===== src/rtl/if_fetch_pkg.sv =====
// if_fetch_pkg: shared constants and types for the fetch stage and its IF/ID register.
package if_fetch_pkg;
  localparam logic [31:0] ZERO_WORD = 32'h0000_0000;
  localparam logic [31:0] RESET_PC_DEF = 32'h0000_0000;
  localparam logic [31:0] PC_STEP = 32'd4;
  typedef enum logic [1:0] {
    S_RESET = 2'd0,
    S_FETCH = 2'd1,
    S_HOLD  = 2'd2
  } if_state_e;
  typedef enum logic [1:0] {
    IDC_HOLD,
    IDC_LOAD,
    IDC_BUBBLE
  } id_ctl_e;
  typedef struct packed {
    logic [31:0] pc;
    logic [31:0] inst;
    logic        ds;
  } if_id_t;
endpackage


===== src/rtl/if_fetch_if_id_reg.sv =====
// if_id_reg: IF/ID pipeline register with load, hold and bubble control.
module if_id_reg
  import if_fetch_pkg::*;
#(
  parameter logic [31:0] NOP_INST = ZERO_WORD
) (
  input  logic    clk,
  input  logic    rst,
  input  id_ctl_e ctl_i,
  input  if_id_t  d_i,
  output if_id_t  q_o
);
  localparam if_id_t BUBBLE = '{pc: ZERO_WORD, inst: NOP_INST, ds: 1'b0};
  if_id_t q_q, q_d;
  always_comb q_d = (ctl_i == IDC_LOAD) ? d_i : (ctl_i == IDC_BUBBLE) ? BUBBLE : q_q;
  always_ff @(posedge clk) q_q <= rst ? BUBBLE : q_d;
  assign q_o = q_q;
endmodule


===== src/rtl/if_fetch.sv =====
// if_fetch: PC/fetch FSM with one-delay-slot branch redirect, feeding the IF/ID register.
module if_fetch
  import if_fetch_pkg::*;
#(
  parameter logic [31:0] RESET_PC = RESET_PC_DEF,
  parameter logic [31:0] NOP_INST = ZERO_WORD
) (
  input  logic        clk,
  input  logic        rst,
  input  logic        stall_i,
  input  logic        branch_flag_i,
  input  logic [31:0] branch_target_address_i,
  input  logic        next_inst_in_delayslot_i,
  output logic        imem_req_o,
  output logic [31:0] imem_addr_o,
  input  logic        imem_valid_i,
  input  logic [31:0] imem_rdata_i,
  output logic [31:0] id_pc_o,
  output logic [31:0] id_inst_o,
  output logic        id_is_in_delayslot_o,
  output logic [31:0] pc_o
);
  if_state_e   state_q, state_d;
  logic [31:0] pc_q, pc_d, redirect_addr_q, redirect_addr_d;
  logic [31:0] hold_pc_q, hold_pc_d, hold_inst_q, hold_inst_d;
  logic        redirect_pend_q, redirect_pend_d, ds_pend_q, ds_pend_d;
  logic        br, eff_ds;
  logic [31:0] next_pc;
  id_ctl_e     id_ctl;
  if_id_t      id_d, id_q;
  assign br = branch_flag_i & ~stall_i;
  // A branch resolved in the same cycle the delay slot lands takes effect immediately.
  assign eff_ds = br ? next_inst_in_delayslot_i : ds_pend_q;
  assign next_pc = br ? branch_target_address_i : redirect_pend_q ? redirect_addr_q : pc_q + PC_STEP;
  always_comb begin
    state_d = state_q;
    pc_d = pc_q;
    redirect_pend_d = redirect_pend_q;
    redirect_addr_d = redirect_addr_q;
    ds_pend_d = ds_pend_q;
    hold_pc_d = hold_pc_q;
    hold_inst_d = hold_inst_q;
    imem_req_o = 1'b0;
    id_ctl = IDC_HOLD;
    id_d = '{pc: hold_pc_q, inst: hold_inst_q, ds: eff_ds};
    if (br) begin
      redirect_pend_d = 1'b1;
      redirect_addr_d = branch_target_address_i;
      ds_pend_d = next_inst_in_delayslot_i;
    end
    case (state_q)
      S_RESET: begin
        state_d = S_FETCH;
        id_ctl = stall_i ? IDC_HOLD : IDC_BUBBLE;
      end
      S_FETCH: begin
        imem_req_o = 1'b1;
        if (imem_valid_i) begin
          pc_d = next_pc;
          redirect_pend_d = 1'b0;
          if (stall_i) begin
            hold_pc_d = pc_q;
            hold_inst_d = imem_rdata_i;
            state_d = S_HOLD;
          end else begin
            id_ctl = IDC_LOAD;
            id_d = '{pc: pc_q, inst: imem_rdata_i, ds: eff_ds};
            ds_pend_d = 1'b0;
          end
        end else if (!stall_i) begin
          id_ctl = IDC_BUBBLE;
        end
      end
      S_HOLD: begin
        if (!stall_i) begin
          id_ctl = IDC_LOAD;
          ds_pend_d = 1'b0;
          state_d = S_FETCH;
          // The buffered entry is the delay slot; the PC already moved past it, so jump now.
          if (br) begin
            pc_d = branch_target_address_i;
            redirect_pend_d = 1'b0;
          end
        end
      end
      default: state_d = S_RESET;
    endcase
  end
  always_ff @(posedge clk) begin
    if (rst) begin
      state_q <= S_RESET;
      pc_q <= RESET_PC;
      redirect_pend_q <= 1'b0;
      redirect_addr_q <= ZERO_WORD;
      ds_pend_q <= 1'b0;
      hold_pc_q <= ZERO_WORD;
      hold_inst_q <= ZERO_WORD;
    end else begin
      state_q <= state_d;
      pc_q <= pc_d;
      redirect_pend_q <= redirect_pend_d;
      redirect_addr_q <= redirect_addr_d;
      ds_pend_q <= ds_pend_d;
      hold_pc_q <= hold_pc_d;
      hold_inst_q <= hold_inst_d;
    end
  end
  if_id_reg #(.NOP_INST(NOP_INST)) u_if_id (
    .clk  (clk),
    .rst  (rst),
    .ctl_i(id_ctl),
    .d_i  (id_d),
    .q_o  (id_q)
  );
  assign imem_addr_o = pc_q;
  assign pc_o = pc_q;
  assign id_pc_o = id_q.pc;
  assign id_inst_o = id_q.inst;
  assign id_is_in_delayslot_o = id_q.ds;
endmodule


===== config.mk =====
export PLATFORM = sky130hd
export DESIGN_NAME = if_fetch
export DESIGN_NICKNAME = d
export VERILOG_FILES = /design/src/rtl/if_fetch_pkg.sv /design/src/rtl/if_fetch_if_id_reg.sv /design/src/rtl/if_fetch.sv
export SDC_FILE = /design/constraint.sdc
export NUM_CORES = 1
export LEC_CHECK = 0
export ABC_AREA = 1
export CORE_MARGIN = 5
export CORE_UTILIZATION = 52
export DETAILED_ROUTE_END_ITERATION = 7
export GPL_ROUTABILITY_DRIVEN = 0
export HOLD_SLACK_MARGIN = 0.03
export PLACE_DENSITY = 0.8
export SLEW_MARGIN = 20
export SYNTH_ARGS = -nofsm -noshare
export SYNTH_HDL_FRONTEND = slang
export SYNTH_HIERARCHICAL = 1
export SYNTH_SLANG_ARGS = --single-unit

===== constraint.sdc =====
create_clock -name clk -period 3 [get_ports clk]
set_input_delay 0.3 -clock clk [delete_from_list [all_inputs] [get_ports clk]]
set_output_delay 0.3 -clock clk [all_outputs]
set_load 0.02 [all_outputs]

* After elaboration in Yosys (flattened, before gate mapping) *
Cells that the tools add are included.

word-level totals
  bits in registers = 197
  bits of input ports = 70
  output and inout port bits = 130

cells by class
  eq/ne operators = 8
  add/subtract/negate cells = 1
  muxes and demuxes = 29
  bitwise operators = 2
  reduce and logical (&&, ||, !) cells = 6

operator list
  kind                                                                    count
  65-bit 2-to-1 mux                                                       5
  32-bit 2-to-1 mux                                                       5
  32-bit one-hot mux with 2 select lines                                  1
  32-bit by 3-bit adder with 32-bit output (second input constant)        1
  2-bit one-hot mux with 3 select lines                                   2
  2-bit 2-to-1 mux                                                        5
  1-bit 2-to-1 mux                                                        9
  2-bit != test (second input constant)                                   4
  3-bit AND reduction                                                     2
  2-bit by 1-bit equality test with 1-bit output (second input constant)  2
  2-bit equality test (second input constant)                             2
  1-bit one-hot mux with 2 select lines                                   2
  4-bit AND reduction                                                     1
  2-bit nonzero test                                                      2
  2-bit logical NOT                                                       1
  1-bit AND                                                               1
  1-bit inverter                                                          1

* Logic depth before layout (Yosys ltp) *
  depth in word-level cells = 7
  gate-level depth with buffers = 13
  depth with buffers taken out = 11

* Modules after synthesis *
Netlist, hierarchy kept.

by module, submodules not included
  module     cells each  times used  area an instance (um2)
  if_fetch   1075        1           7135.6
  if_id_reg  291         1           2984.1

* Worst setup path before layout *
No wires, ideal clock.

  path type = register to register
  start point = register state_q[1]
  end point = register u_if_id.q_q, in the netlist u_if_id/q_o[34]
  buffers on the path = 4
  stages on the path, launching flop included = 13
  data required time = 2.934 ns
  arrival time = 2.326 ns
  period minus slack after synthesis = 2.392 ns
  path slack = 0.608 ns
  setup time = 0.066 ns
  path through = dfxtp_1 -> inv_1 -> ha_1 -> nand3_1 -> clkbuf_1 -> clkbuf_1 -> o22ai_1 -> ha_1 -> inv_2 -> buf_8 -> buf_12 -> nand3_2 -> a21oi_2

between the ends
  cells in the longest elaborated chain, start to end = 4
  elaborated cells on any way between the ends = 9

RTL lines
  what                                                                                          line                      source
  start: declaration                                                                            if_fetch.sv:23            if_state_e state_q, state_d;
  start signal: assignment                                                                      if_fetch.sv:99            state_q <= state_d;
  2-bit equality test (tied with other cells)                                                   if_fetch.sv:51            case (state_q)
  2-bit one-hot mux with 3 select lines *                                                       if_fetch.sv:51
  named net id_ctl[0]                                                                           if_fetch.sv:29            id_ctl_e id_ctl;
  2-bit by 1-bit equality test with 1-bit output / 2-bit equality test (equally long branches)  if_fetch_if_id_reg.sv:15  always_comb q_d = (ctl_i == IDC_LOAD) ? d_i : (ctl_i == IDC_BUBBLE) ? BUBBLE : q_q;
  65-bit 2-to-1 mux / 2-bit nonzero test (equally long branches)                                -
  end signal: assignment                                                                        if_fetch_if_id_reg.sv:16  always_ff @(posedge clk) q_q <= rst ? BUBBLE : q_d;
  end: declaration                                                                              if_fetch_if_id_reg.sv:14  if_id_t q_q, q_d;

Mark *: on every way through the listed nets, which the timed path passes. The rest lies on a longest branch.
A chain may end at the register's enable or synchronous reset.

* Worst setup path after layout *
  start point = register state_q[1]
  end point = register u_if_id.q_q, in the netlist u_if_id/q_o[7]

Same word-level chain as after synthesis.

==> results.toml <==
[sta]
fmax_mhz = 439.9
fin_tns_setup_ns = 0
setup_violations = 0
rsz0062_at_grt = "false"
worst_pin_slew_ns = 0.6484
layout_setup_ws_ns = 0.7269
fin_crit_sh = 0.7577
fin_worst_skew_ns = 0.01126
finalMaxSlewViolations = 0
relSlewSlack = 0.5677
period_needed_ns = 2.273
hold_violations = 0

[logic_synthesis]
yosysWarnings = 6
synth_area_leaders = "dfxtp_1 (39%), a21oi_1 (11%), nand2_1 (8.7%), o21ai_0 (7.0%), nand3_2 (6.0%)"
synth_fa_ha_area_frac = 0.008655
syn_avg_cell_area_um2 = 7.408
yosysTopAreaCell = "dfxtp_1"
synth_top_family_by_area = "compound AO/OA/AOI/OAI gates"
syn_inst = 1366
ys_types = 38
ys_seq_area_frac = 0.3897
syn_nets = 1443
synth-compound-area-share = 0.2366
synthXorXnorAreaFrac = 0.004327
syn_area_um2 = 10120
synthSimpleGateAreaFrac = 0.2355
synth-seq-cells = 197
synth_top_area_share = 0.3897
synthMuxAreaShare = 0

[routing]
vias = 9589
drcViolationCount = 0
viasPerCell = 5.476
routedWlPerCell_um = 15.95
ant_nets = 0
drt_iter0_drc = 817
first_pass_iters = 6
wl_mm = 27.93

[clocking]
cts_resized = 0
cts_setup_buffers = 0
cts_sinks = 197
clock_latency_ns = 0.44
cts_tree = "yes"
clockBufferDepth = 2
cts_buffers = 17
htree_levels = 4
clockRootBuffer = "clkbuf_16"
hold_buffers = 0
path_clk_slew_ns = 0.08

[floorplanning]
dieArea_um2 = 22350
coreArea_um2 = 19330
row_count = 51
die_y_um = 149.5
start_util = 0.5234
io_pins = 200
fp.dieW_um = 149.5

[pwr]
pwr-share-comb = 0.412
power_density_nw_per_um2 = 749.4
seqPwrFrac = 0.350
swShare = 0.4231
p_leak_uw = 0.004153
vdd_ir_drop_max_mv = 0.5436
p_int_uw = 5375
p_switching_uw = 3943
clockPowerShare = 0.238

[finish]
fin_cells = 1751
antenna_cells = 0
syn2layout_area_growth_pct = 22.86
fin_util = 0.6430
nets = 1550
fillers = 1663
stdcell_area_um2 = 12430
drive_above_1_share = 0.1353

[placement]
placed_area_um2 = 11870
dp_hpwl_mm = 18.64
port_buffers = 199
dp.cells = 1719
dp_slack_ns = 0.6747

[worst_setup_path]
cp.arrival_ns = 2.56
cp-end-kind = "flop"
cp_max_fo = 31
required_ns = 3.29
setup.worst_path.class = "flop to flop"
start_kind = "flop"

[global_route]
globalRouteOverflowTotal = 0
grt_pass1_vias = 8820
grt_pass1_wl_mm = 45.21
grt_usage = 0.2453
antenna_found_initial = 0
grt_max_degree = 129

[outcome]
outcome = "completed"

[run]
maxCapViolCount = 0

[hold_path]
hold_class = "input port to flop"
[worst paths after layout]
kind | from | endpoint | slack (ns) | cells past startpoint
max | state_q[1]$_SDFFE_PP0P_ | u_if_id/q_o[7]$_SDFFE_PP0P_ | 0.73 | 12
min | rst | u_if_id/q_o[18]$_SDFFE_PP0P_ | 0.40 | 3
max reg2reg | state_q[1]$_SDFFE_PP0P_ | u_if_id/q_o[7]$_SDFFE_PP0P_ | 0.73 | 12
min reg2reg | hold_inst_q[30]$_SDFFE_PP0P_ | hold_inst_q[30]$_SDFFE_PP0P_ | 0.45 | 2
[layout by cell type (no fill, tap or decap), drive strengths merged]
cell	Yosys	layout
nand3	131	131
buf	79	19
ha	7	7
o22ai	2	2
nor2	92	92
clkbuf	50	19
clkdlybuf4s50	0	198
nor3	3	3
a31oi	1	1
xor2	4	4
clkinv	3	6
a21oi	284	284
o211ai	1	1
o21ai	145	145
or2	2	2
nand4	4	4
inv	114	119
clkinvlp	0	5
a211oi	1	1
a22oi	1	1
xnor2	1	1
dfxtp	197	197
nand3b	1	1
nand2	243	243
[area by class of cell]
class | count | area, um^2 | area share
well taps | 265 | 331.6 | 0.02667
clock inverters | 13 | 115.1 | 0.009258
inverters | 117 | 442.9 | 0.03562
repair buffers | 217 | 2212 | 0.1779
clock buffers | 19 | 452.9 | 0.03643
flip-flops and latches | 197 | 3944 | 0.3172
multi-input cells | 923 | 4935 | 0.3969
[through the flow]
stage / power, uW / hold WS (ns)
6_report: 9318 / 0.4022
5_1_grt: 9846 / 0.4458
4_1_cts: 9316 / 0.4150
3_3_place_gp: 7049 / 0.4366
3_5_place_dp: 7107 / 0.4421
2_1_floorplan: 6235 / 0.4240
[metal layers]
layer | part of all wire | up-vias | GRT usage | wire [um]
met5 | 0 | - | 0 | 0
met4 | 0.021 | 0 | 0.07460 | 591
met3 | 0.083 | 49 | 0.03998 | 2319
met2 | 0.45 | 461 | 0.3799 | 12500
met1 | 0.45 | 4377 | 0.3522 | 12510
li1 | - | 4702 | - | -
[cells in the mapped netlist]
| cell | n |
|---|---|
| a211oi_1 | 1 |
| a21oi_1 | 229 |
| a21oi_2 | 55 |
| a22oi_1 | 1 |
| a31oi_1 | 1 |
| buf_1 | 3 |
| buf_12 | 5 |
| buf_2 | 20 |
| buf_4 | 41 |
| buf_6 | 9 |
| buf_8 | 1 |
| clkbuf_1 | 49 |
| clkbuf_2 | 1 |
| clkinv_1 | 3 |
| dfxtp_1 | 197 |
| ha_1 | 7 |
| inv_1 | 106 |
| inv_2 | 7 |
| inv_4 | 1 |
| nand2_1 | 235 |
| nand2_2 | 5 |
| nand2_4 | 3 |
| nand3_1 | 70 |
| nand3_2 | 61 |
| nand3b_1 | 1 |
| nand4_1 | 4 |
| nor2_1 | 79 |
| nor2_2 | 9 |
| nor2_4 | 2 |
| nor2_8 | 2 |
| nor3_1 | 3 |
| o211ai_1 | 1 |
| o21ai_0 | 142 |
| o21ai_1 | 3 |
| o22ai_1 | 2 |
| or2_2 | 2 |
| xnor2_1 | 1 |
| xor2_1 | 4 |
[registers in the layout (all words and copies together), names as in the netlist]
register         count
redirect_addr_q     32
redirect_pend_q      1
state_q              2
imem_addr_o         32
hold_inst_q         32
ds_pend_q            1
hold_pc_q           32
u_if_id/q_o         65
[power groups by stage]
stage / registers [uW] / logic, uW / clock network, uW
floorplan: 3330 / 2900 / 0
global placement: 3290 / 3760 / 0
detailed placement: 3300 / 3810 / 0
CTS: 3240 / 3830 / 2240
global route: 3300 / 4190 / 2360
finish: 3260 / 3840 / 2220
[critical path, stage by stage, from the launching register on]
cell and delay, ns:
dfxtp_1 0.34, inv_1 0.12, ha_1 0.30, inv_1 0.06, nor2_1 0.21, nor2_1 0.07, nor2_1 0.09, inv_1 0.07
ha_4 0.28, clkinv_2 0.18, buf_12 0.24, nand3_2 0.08, a21oi_1 0.06
[kinds of logic (layout without fill, tap and decap cells)]
kind of cell / after synthesis / in the layout
AND/OR/NAND/NOR: 476 / 476
XOR/XNOR: 5 / 5
adder cells (fa/ha/maj): 7 / 7
flip-flops: 197 / 197
AO/OA/AOI/OAI: 435 / 435
buffers and inverters: 246 / 366
Note: power is estimated with default switching activity, not from simulation.
